`src/rtl/gmii_tx_framer.sv`:
```
// GMII transmit framer: turns a byte stream into preamble + SFD + payload (padded) + CRC-32 FCS,
// enforces the inter-frame gap and aborts the frame with tx_er when the source underruns.
module gmii_tx_framer #(
    parameter int MIN_PAYLOAD = 60,
    parameter int IFG_CYCLES  = 12
) (
    input  logic       clk_8,
    input  logic       reset_8,
    input  logic [7:0] axis_tdata_in,
    input  logic       axis_tvalid_in,
    input  logic       axis_tlast_in,
    output logic       axis_tready_out,
    output logic [7:0] gmii_txd,
    output logic       gmii_tx_en,
    output logic       gmii_tx_er,
    output logic       frame_sent,
    output logic       tx_underrun
);

    localparam logic [31:0] CRC_POLY = 32'hEDB88320;
    localparam logic [31:0] CRC_INIT = 32'hFFFFFFFF;
    localparam logic [10:0] CNT_MAX  = 11'h7FF;
    localparam logic [10:0] MIN_LEN  = 11'(MIN_PAYLOAD);
    localparam logic [2:0]  PRE_LAST = 3'd6;
    // IDLE always adds one low cycle after IFG, so IFG itself lasts one cycle less
    localparam int          IFG_LAST_I = (IFG_CYCLES >= 2) ? (IFG_CYCLES - 2) : 0;
    localparam logic [15:0] IFG_LAST   = 16'(IFG_LAST_I);

    typedef enum logic [2:0] {
        IDLE,
        PRE,
        SFD,
        DATA,
        PAD,
        FCS,
        DRAIN,
        IFG
    } state_t;

    state_t      state_reg;
    logic [2:0]  pre_cnt_reg;
    logic [1:0]  fcs_idx_reg;
    logic [10:0] byte_cnt_reg;
    logic [15:0] ifg_cnt_reg;
    logic [31:0] crc_reg;

    logic [7:0]  txd_reg;
    logic        tx_en_reg;
    logic        tx_er_reg;
    logic        frame_sent_reg;
    logic        underrun_reg;

    logic [7:0]  crc_data;
    logic [31:0] crc_next;
    logic [10:0] cnt_inc;

    function automatic logic [31:0] crc32_byte(input logic [31:0] crc, input logic [7:0] data);
        logic [31:0] c;
        c = crc;
        for (int i = 0; i < 8; i++) begin
            c = (c[0] ^ data[i]) ? ((c >> 1) ^ CRC_POLY) : (c >> 1);
        end
        return c;
    endfunction

    assign crc_data = (state_reg == PAD) ? 8'h00 : axis_tdata_in;
    assign crc_next = crc32_byte(crc_reg, crc_data);
    assign cnt_inc  = (byte_cnt_reg == CNT_MAX) ? CNT_MAX : byte_cnt_reg + 11'd1;

    assign axis_tready_out = (state_reg == DATA) || (state_reg == DRAIN);

    assign gmii_txd    = txd_reg;
    assign gmii_tx_en  = tx_en_reg;
    assign gmii_tx_er  = tx_er_reg;
    assign frame_sent  = frame_sent_reg;
    assign tx_underrun = underrun_reg;

    always_ff @(posedge clk_8) begin
        if (reset_8) begin
            state_reg      <= IDLE;
            pre_cnt_reg    <= 3'd0;
            fcs_idx_reg    <= 2'd0;
            byte_cnt_reg   <= 11'd0;
            ifg_cnt_reg    <= 16'd0;
            crc_reg        <= 32'd0;
            txd_reg        <= 8'h00;
            tx_en_reg      <= 1'b0;
            tx_er_reg      <= 1'b0;
            frame_sent_reg <= 1'b0;
            underrun_reg   <= 1'b0;
        end else begin
            txd_reg        <= 8'h00;
            tx_en_reg      <= 1'b0;
            tx_er_reg      <= 1'b0;
            frame_sent_reg <= 1'b0;
            underrun_reg   <= 1'b0;

            case (state_reg)
                IDLE: begin
                    pre_cnt_reg  <= 3'd0;
                    byte_cnt_reg <= 11'd0;
                    ifg_cnt_reg  <= 16'd0;
                    if (axis_tvalid_in) begin
                        state_reg <= PRE;
                    end
                end

                PRE: begin
                    txd_reg   <= 8'h55;
                    tx_en_reg <= 1'b1;
                    if (pre_cnt_reg == PRE_LAST) begin
                        state_reg <= SFD;
                    end else begin
                        pre_cnt_reg <= pre_cnt_reg + 3'd1;
                    end
                end

                SFD: begin
                    txd_reg      <= 8'hD5;
                    tx_en_reg    <= 1'b1;
                    crc_reg      <= CRC_INIT;
                    byte_cnt_reg <= 11'd0;
                    fcs_idx_reg  <= 2'd0;
                    state_reg    <= DATA;
                end

                DATA: begin
                    if (axis_tvalid_in) begin
                        txd_reg      <= axis_tdata_in;
                        tx_en_reg    <= 1'b1;
                        crc_reg      <= crc_next;
                        byte_cnt_reg <= cnt_inc;
                        if (axis_tlast_in) begin
                            state_reg <= (cnt_inc < MIN_LEN) ? PAD : FCS;
                        end
                    end else begin
                        // source starved mid-frame: poison the frame on the wire
                        txd_reg      <= 8'h00;
                        tx_en_reg    <= 1'b1;
                        tx_er_reg    <= 1'b1;
                        underrun_reg <= 1'b1;
                        state_reg    <= DRAIN;
                    end
                end

                PAD: begin
                    txd_reg      <= 8'h00;
                    tx_en_reg    <= 1'b1;
                    crc_reg      <= crc_next;
                    byte_cnt_reg <= cnt_inc;
                    if (cnt_inc >= MIN_LEN) begin
                        state_reg <= FCS;
                    end
                end

                FCS: begin
                    // shift the CRC down so the low byte is always the next one out
                    txd_reg   <= ~crc_reg[7:0];
                    tx_en_reg <= 1'b1;
                    crc_reg   <= {8'h00, crc_reg[31:8]};
                    if (fcs_idx_reg == 2'd3) begin
                        frame_sent_reg <= 1'b1;
                        ifg_cnt_reg    <= 16'd0;
                        state_reg      <= IFG;
                    end else begin
                        fcs_idx_reg <= fcs_idx_reg + 2'd1;
                    end
                end

                DRAIN: begin
                    if (axis_tvalid_in && axis_tlast_in) begin
                        ifg_cnt_reg <= 16'd0;
                        state_reg   <= IFG;
                    end
                end

                IFG: begin
                    if (ifg_cnt_reg >= IFG_LAST) begin
                        state_reg <= IDLE;
                    end else begin
                        ifg_cnt_reg <= ifg_cnt_reg + 16'd1;
                    end
                end

                default: begin
                    state_reg <= IDLE;
                end
            endcase
        end
    end

endmodule

```
`config.mk`:
```
export PLATFORM = sky130hd
export DESIGN_NAME = gmii_tx_framer
export DESIGN_NICKNAME = d
export VERILOG_FILES = /design/src/rtl/gmii_tx_framer.sv
export SDC_FILE = /design/constraint.sdc
export NUM_CORES = 1
export LEC_CHECK = 0
export ABC_AREA = 1
export BUFFER_PORTS_ARGS = -buffer_cell sky130_fd_sc_hd__buf_4
export CORE_AREA = 2 2 106 108
export CTS_BUF_LIST = sky130_fd_sc_hd__clkbuf_8
export DETAILED_ROUTE_END_ITERATION = 8
export DIE_AREA = 0 0 108 110
export PLACE_DENSITY_LB_ADDON = 0.25
export SLEW_MARGIN = 20
export SYNTH_ARGS = -nofsm -noshare
export SYNTH_HDL_FRONTEND = slang
export SYNTH_SLANG_ARGS = --single-unit
```
`constraint.sdc`:
```
create_clock -name clk_8 -period 2.1 [get_ports clk_8]
set_input_delay 0.21 -clock clk_8 [delete_from_list [all_inputs] [get_ports clk_8]]
set_output_delay 0.21 -clock clk_8 [all_outputs]
set_load 0.01 [all_outputs]
```
Yosys cells after proc, flatten, opt, wreduce, memory -nomap -nowiden
Cells that the tools add are included.
{"block": "totals", "regBits": 78, "latchBits": 0, "ram_bits": 0, "mem_bits_ro": 0, "inputBits": 12, "out_inout_bits": 13, "word_cells": 112, "mem_count": 0}
{"block": "op_classes", "add_sub_neg": 4, "n_mul": 0, "div": 0, "n_lt_le_gt_ge": 3, "eq_ne": 21, "n_shift": 0, "muxes": 37, "bitwise_logic": 19, "n_reduce_logical": 18}
{"op": "two-way mux 32 bit", "count": 9}
{"op": "case mux 32 bit (4 select lines)", "count": 1}
{"op": "NOT 13 -> 14 bit", "count": 8}
{"op": "case mux 16 bit (4 select lines)", "count": 1}
{"op": "two-way mux 16 bit", "count": 3}
{"op": "case mux 11 bit (3 select lines)", "count": 1}
{"op": "case mux 8 bit (4 select lines)", "count": 1}
{"op": "two-way mux 3 bit", "count": 9}
{"op": "case mux 3 bit (8 select lines)", "count": 1}
{"op": "two-way mux 11 bit", "count": 2}
{"op": "adder 16 x 1 -> 16 bit, second input constant", "count": 1}
{"op": "greater-or-equal comparator 16 x 4 -> 1 bit, second input constant", "count": 1}
{"op": "two-way mux 8 bit", "count": 2}
{"op": "!= test 2 bit, second input constant", "count": 8}
{"op": "== test 3 bit, second input constant", "count": 5}
{"op": "adder 11 x 1 -> 11 bit, second input constant", "count": 1}
{"op": "== test 11 bit, second input constant", "count": 1}
{"op": "greater-or-equal comparator 11 x 6 -> 1 bit, second input constant", "count": 1}
{"op": "< comparator 11 x 6 -> 1 bit, second input constant", "count": 1}
{"op": "NOT 8 bit", "count": 1}
{"op": "AND reduction 2 bit", "count": 4}
{"op": "nonzero test 4 bit", "count": 2}
{"op": "XOR 1 bit", "count": 8}
{"op": "AND reduction 7 bit", "count": 1}
{"op": "20 further kinds", "count": 29}

Longest topological paths before layout
Gate-level depths: netlist of run 1.
{"block": "depth", "depth_word": 20, "mapped_depth": 16, "ltp_nobuf": 16}

Worst setup path after synthesis of run 1
No wires, ideal clock.
{"block": "synth_timing", "kind": "flip-flop to flip-flop", "start": "register byte_cnt_reg[0]", "end": "register state_reg[0]", "setup_ns": 0.112, "t_arrival_ns": 1.637, "slack_ns": 0.351, "stages_incl_launch_ff": 13, "synth_period_minus_slack_ns": 1.749, "cell_sequence": "dfxtp_1 ha_1 nand3_1 nor3_2 nand3_2 o21ai_0 nor2_1 nand2_1 inv_1 nand3_1 nand2_1 nor2_1 nor2_1"}
{"block": "synth_between", "elab_chain_cells": 7, "elab_cells_between_ends": 11}
{"item": "from (decl)", "line": "43", "text": "logic [10:0] byte_cnt_reg;"}
{"item": "from (signal assigned)", "line": "132", "text": "byte_cnt_reg <= cnt_inc;"}
{"item": "from (signal assigned)", "line": "150", "text": "byte_cnt_reg <= cnt_inc;"}
{"item": "adder 11 x 1 -> 11 bit / == test 11 bit (equally long branches)", "line": "68", "text": "assign cnt_inc = (byte_cnt_reg == CNT_MAX) ? CNT_MAX : byte_cnt_reg + 11'd1;"}
{"item": "two-way mux 11 bit *", "line": "68"}
{"item": "< comparator 11 x 6 -> 1 bit", "line": "134", "text": "state_reg <= (cnt_inc < MIN_LEN) ? PAD : FCS;"}
{"item": "two-way mux 1 bit", "line": "134"}
{"item": "two-way mux 3 bit", "line": "133", "text": "if (axis_tlast_in) begin"}
{"item": "two-way mux 3 bit", "line": "128", "text": "if (axis_tvalid_in) begin"}
{"item": "case mux 3 bit (8 select lines)", "line": "98", "text": "case (state_reg)"}
{"item": "to (signal assigned)", "line": "134"}
{"item": "to (decl)", "line": "40", "text": "state_t state_reg;"}
Every way passes the cells marked *; elsewhere a longest branch is shown, timed or not. The select of a mux whose other input is x is not followed.
A chain may end at the register's enable or synchronous reset.

Final worst setup path of run 1
{"block": "layout_timing", "start": "register byte_cnt_reg[1]", "end": "register state_reg[0]"}
The elaborated chain is that of the path after synthesis.

==> flow_summary.ini, run 1 <==
[floorplanning]
die_x_um = 108
pin_count = 25
dieArea_um2 = 11880
core_area_um2 = 10700
die_h_um = 110
rows = 38
initial_core_util_pct = 44.57

[worst_setup_path]
worstSetupPathType = flop to flop
endpoint_kind = flop
cpPeakStageDelay_ps = 410
crit_top_cell = nand2_1
cp_max_fo = 4
arrival_ps = 2250
cp_slowest_cell = dfxtp_1
critical_path_depth = 12
cp_top_family = simple AND/OR/NAND/NOR gates
crit_chain = ha_4 > nand3_2 > nor3_4 > nand2_1 > nand2_1 > nand3b_1 > nor2_1 > nand3_1 > nand2_1 > nand2_1 > nand2_1 > nor2_1
path_buf_inv = 0
reg2reg_slack_ps = 130
cp-start-kind = flop
timing.rr.end = state_reg[0]
crit_required_ps = 2390
r2r-start = byte_cnt_reg[1]
reg2reg_depth = 12

[routing]
drt-total-wl_um = 12240
drc = 0
dr.pass1.iters = 6
vias_per_cell = 5.417
drtIter0Drc = 288
ant_nets = 0
routedWlPerCell_um = 14.05
route.vias.total = 4718

[yosys]
yosysTopAreaCell = dfxtp_1
netlist_area_um2 = 4768
avgSynthCellArea_um2 = 6.773
syn_inst = 704
synth_edf_count = 0
yosys.area.top_type_share_pct = 32.75
async_flop_share_pct = 0
synthTopCellsByCount = nand2_1 (155), dfxtp_1 (78), a21oi_1 (76)
synth_cell_type_count = 39
syn_nets = 722
post-synth-top-count-cell = nand2_1
synth_seq_area_share_pct = 32.75
synth-seq-cells = 78
yosysWarnings = 0
synthTopCellsByArea = dfxtp_1 (33%), nand2_1 (12%), a21oi_1 (8.0%)
synth_ff_type = dfxtp_1

[sta]
setup_viol = 0
worst_pin_slew_ps = 572.9
finClkSkew_ps = 13.81
hold_violations = 0
slew_headroom_pct = 61.31
drv_slew = 0
rsz0062_at_grt = yes
fin_ws_ps = 131.9
final.min_clock_period_ps = 1968
fmax_ghz = 0.5081
min_period_over_period_pct = 93.72

[worst_hold_path]
whs_path_depth = 3
hold_end = gmii_txd[3]
hold_path_class = primary input to flop
hp-start = axis_tdata_in[3]

[clock_tree]
clk_path_buf_depth = 2
cts_tree = done
cts_num_sinks = 78
numCtsBuffers = 9
clock_latency_ps = 380
ctsHtreeMaxLevel = 3
clk_pin_slew_ps = 90
cts_root_buffer = clkbuf_8
holdBufCountCts = 0

[grt]
grt_max_degree = 40
track_usage_pct = 21.56
overflow = 0
grt_pass1_wl_um = 20160
grt_pass1_vias = 4255
antenna_found_initial = 0

[layout]
diodes = 0
design_area_um2 = 5318
multi_input_area_um2 = 2844
largest_reg_flops = 32
fillCellCount = 1077
area_growth_pct = 11.52
fin_nets = 745
regArea_um2 = 1565
postLayoutCoreUtil_pct = 49.71
layout-drive-gt1-share_pct = 16.42

[power_and_ir_drop]
p_total_w = 0.007574
ir_worst_vdd_v = 0.0005061
power_density_nw_per_um2 = 1424
power.leakage_nw = 2.359

[placed_design]
pre_cts_slack_ps = 90.15
portBuffers = 24
routabilityCongestion = 0.8950
dp_hpwl_um = 8500
postPlaceCellArea_um2 = 5069

[run]
max_cap_viol_count = 0

[run_status]
status = completed
cells in the final DEF, fill, tap and decap left out, types with 4 or more instances in the layout:
cell type,netlist,layout
ha_1,6,5
nand2_1,155,155
dfxtp_1,78,75
clkbuf_8,0,9
nand3_2,5,5
a221oi_1,5,5
nor2_2,4,4
nand3_1,59,58
nor3_1,23,23
nand4_1,5,5
inv_2,5,5
nor2_1,48,47
o21ai_0,49,46
buf_4,1,38
nand2_4,18,18
nand2_2,22,21
inv_1,71,71
xor2_1,14,14
a21oi_1,76,76
xnor2_1,9,9
area by class of cell:
class,count,area share (%)
Multi-Input combinational cell,524,53.48
Clock inverter,6,0.7294
Sequential cell,78,29.44
Inverter,76,5.365
Timing Repair Buffer,38,5.365
Clock buffer,9,2.329
Tap cell,140,3.294
worst reg2reg max path, stage by stage, from the launching register on:
cell and delay (ps):
dfxtp_1 410, ha_4 180, nand3_2 120, nor3_4 300
nand2_1 120, nand2_1 80, nand3b_1 90, nor2_1 170
nand3_1 130, nand2_1 120, nand2_1 60, nand2_1 60
nor2_1 40
through the flow:
stage / TNS (ps) / hold WS, ps / cells
3_3_place_gp: 0 / 429.9 / 852
2_1_floorplan: 0 / 358.3 / 704
6_report: 0 / 110.6 / 871
3_5_place_dp: 0 / 438.6 / 852
5_1_grt: -96.46 / 111.7 / 871
4_1_cts: 0 / 107.6 / 867
how the worst max path moves through the flow:
stage | endpoint | slack, ps | from
2_1_floorplan | state_reg[0] | 350 | byte_cnt_reg[0]
3_3_place_gp | crc_reg[19] | 150 | state_reg[1]
3_5_place_dp | crc_reg[19] | 90 | state_reg[1]
4_1_cts | crc_reg[19] | 60 | state_reg[1]
5_1_grt | state_reg[0] | -50 | byte_cnt_reg[1]
6_report | state_reg[0] | 130 | byte_cnt_reg[1]
repair_timing:
action,4_1_cts,5_1_grt
setup buffers,0,4
endpoints found under the setup margin,0,21
gates resized for setup,0,15
where the power goes:
part           switching [W]  internal (W)
clock network       0.000594      0.000420
logic                0.00271       0.00150
registers           0.000428       0.00192
layer usage:
layer	global-route usage, %	up-vias	routed length (um)	share of wire, %
li1	-	2359	-	-
met1	28.68	2211	5731	47
met2	34.05	131	5564	45
met3	3.762	17	727	5.9
met4	10.26	0	216	1.8
met5	0	-	0	0
cells by family (layout without fill, tap and decap cells):
group,Yosys count,in the layout,synth area share (%)
buffers and inverters,102,129,8.712
DFF,78,78,32.75
AOI/OAI and AO/OA,141,141,15.93
and+or+nand+nor,351,351,35.79
xor gates and xnor gates,26,26,5.248
adders and majority gates,6,6,1.574
No activity file was read; power rests on OpenSTA's default activity.
==> run 2: changes to the inputs <==
- ABC_AREA: 1 -> default
==> run 2 against run 1 <==
  * The run now ends with negative setup slack left
  * Non-clock buffer count rose by 49
  * Critical endpoint is now crc_reg[20]
  * Clock power up 19%
  * Largest power group is now registers
  * Count of clock-buffer cells in the layout unchanged
==> flow_summary.ini, run 2 <==
[run_status]
status = complete, but fails checks
violations = negative setup slack

[power_and_ir_drop]
power.leakage_nw = 2.468
ir_worst_vdd_v = 0.0002570
power_density_nw_per_um2 = 543.3
p_total_w = 0.003204

[clock_tree]
clk_pin_slew_ps = 90
holdBufCountCts = 0
ctsHtreeMaxLevel = 3
cts_tree = done
clk_path_buf_depth = 2
numCtsBuffers = 9
cts_num_sinks = 78
clock_latency_ps = 370
cts_root_buffer = clkbuf_8

[grt]
grt_max_degree = 45
track_usage_pct = 21.95
antenna_found_initial = 0
overflow = 0
grt_pass1_vias = 4192
grt_pass1_wl_um = 20460

[worst_setup_path]
path_buf_inv = 5
crit_top_cell = buf_6
cp-start-kind = flop
crit_required_ps = 2360
cp_max_fo = 4
cpPeakStageDelay_ps = 340
cp_top_family = buffers and inverters
endpoint_kind = flop
arrival_ps = 2410
crit_chain = buf_6 > nor3b_4 > buf_6 > buf_6 > buf_6 > nor2_2 > xnor2_2 > buf_4 > xnor3_2 > mux2i_1 > nand3_1
worstSetupPathType = flop to flop
cp_slowest_cell = dfxtp_2

[sta]
finClkSkew_ps = 9.185
hold_violations = 0
rsz0062_at_grt = yes
min_period_over_period_pct = 102.3
final.min_clock_period_ps = 2148
whs_ps = 128.2
worst_pin_slew_ps = 503.0
fin_ws_ps = -48.01
slew_headroom_pct = 66.47
fmax_ghz = 0.4655
setup_viol = 4
drv_slew = 0

[placed_design]
portBuffers = 24
postPlaceCellArea_um2 = 5280
dp.cells = 765
dp_hpwl_um = 8517
routabilityCongestion = 0.9146

[floorplanning]
die_h_um = 110
rows = 38
dieArea_um2 = 11880
initial_core_util_pct = 44.39
die_x_um = 108
core_area_um2 = 10700
pin_count = 25

[layout]
diodes = 0
fin_nets = 671
design_area_um2 = 5897
mostFrequentLayoutCells = nor2_1 (76), dfxtp_1 (75), buf_4 (71)
layout.cells.non_filler = 798
largest_reg_flops = 32
fillCellCount = 927
layout-drive-gt1-share_pct = 22.49
final_common_cell = nor2_1
area_growth_pct = 24.19

[yosys]
yosys.area.top_type_share_pct = 32.89
yosysWarnings = 0
synthTopCellsByCount = nor2_1 (84), dfxtp_1 (78), a21oi_1 (52)
synth_seq_area_share_pct = 32.89
syn_nets = 617
async_flop_share_pct = 0
post-synth-top-count-cell = nor2_1
yosysTopAreaCell = dfxtp_1
avgSynthCellArea_um2 = 7.927
synth_cell_type_count = 57
syn_inst = 599
synth_edf_count = 0
synth_ff_type = dfxtp_1
synth-seq-cells = 78
netlist_area_um2 = 4748
synthTopCellsByArea = dfxtp_1 (33%), xnor2_1 (7.9%), nor2_1 (6.6%)

[routing]
drt-total-wl_um = 12970
route.vias.total = 4518
drtIter0Drc = 329
drc = 0
ant_nets = 0
dr.pass1.iters = 4
routedWlPerCell_um = 16.25
vias_per_cell = 5.662

[worst_hold_path]
hold_path_class = primary input to flop

[run]
max_cap_viol_count = 0
-- run 2: changes by cell type in the layout (fill, tap and decap cells not counted), sizes merged, moves of 19 or more --
cell | before | now
nand2 | 195 | 40
inv | 77 | 8
buf | 38 | 87
nand3 | 64 | 28
xnor2 | 10 | 43
nor2 | 53 | 84
o21ai | 49 | 23
a21oi | 76 | 52
or3 | 1 | 20
-- run 2: report_power, final --
part           leakage, nW  switching, W  internal [W]
clock               0.0968      0.000640      0.000564
sequential           0.630    0.00000468       0.00148
combinational         1.74      0.000257      0.000254
total                 2.47      0.000901       0.00230
-- run 2: per-layer routing --
layer  GRT usage [%]  part of all wire (%)
met5               0                     0
met4           8.608                   1.9
met3           4.703                   5.4
met2           34.95                    47
met1           29.18                    46
-- run 2: worst min-delay path: stages --
cell and delay [ps]:
buf_4 120, a21oi_1 60, nor2_1 70
-- run 2: path summary, 6_finish.rpt --
path | depth (start not counted) | to | start | slack [ps]
worst min-delay path | 3 | gmii_txd[3] | axis_tdata_in[3] | 130
worst max-delay path | 11 | crc_reg[20] | state_reg[1] | -50
worst min register to register | 1 | ifg_cnt_reg[13] | ifg_cnt_reg[13] | 470
worst max register to register | 11 | crc_reg[20] | state_reg[1] | -50
-- run 2: final cells by class --
class,count,area (um^2),share of cell area (%)
inverters,5,18.77,0.3183
well taps,140,175.2,2.971
clock buffers,9,123.9,2.101
clock inverters,7,80.08,1.358
flip-flops and latches,78,1565,26.54
multi-input cells,472,3212,54.47
repair buffers,87,721.9,12.24
-- run 2: kinds of logic (layout without fill, tap and decap cells) --
family / count (synthesis) / after routing / share of synthesized area (%)
and+or+nand+nor: 250 / 250 / 26.03
muxes: 4 / 4 / 0.8432
adders and majority gates: 6 / 6 / 1.581
buffers and inverters: 49 / 108 / 4.269
xor gates and xnor gates: 70 / 70 / 15.52
DFF: 78 / 78 / 32.89
AOI/OAI and AO/OA: 142 / 142 / 18.87
-- run 2: through the flow --
| step | util, % | TNS (ps) | setup slack (ps) |
|---|---|---|---|
| 2_1_floorplan | - | -114.0 | -61.81 |
| 3_3_place_gp | 49.36 | -176.1 | -91.97 |
| 3_5_place_dp | 49.36 | -294.9 | -90.58 |
| 4_1_cts | 51.85 | -25.65 | -25.65 |
| 5_1_grt | 55.12 | -916.7 | -132.3 |
| 6_report | 55.12 | -103.5 | -48.01 |
-- run 2: repair_timing --
item / CTS / global route
buffers inserted: 5 / 15
gates resized for setup: 9 / 48
pin swaps: 4 / 18
setup endpoints to repair: 12 / 43
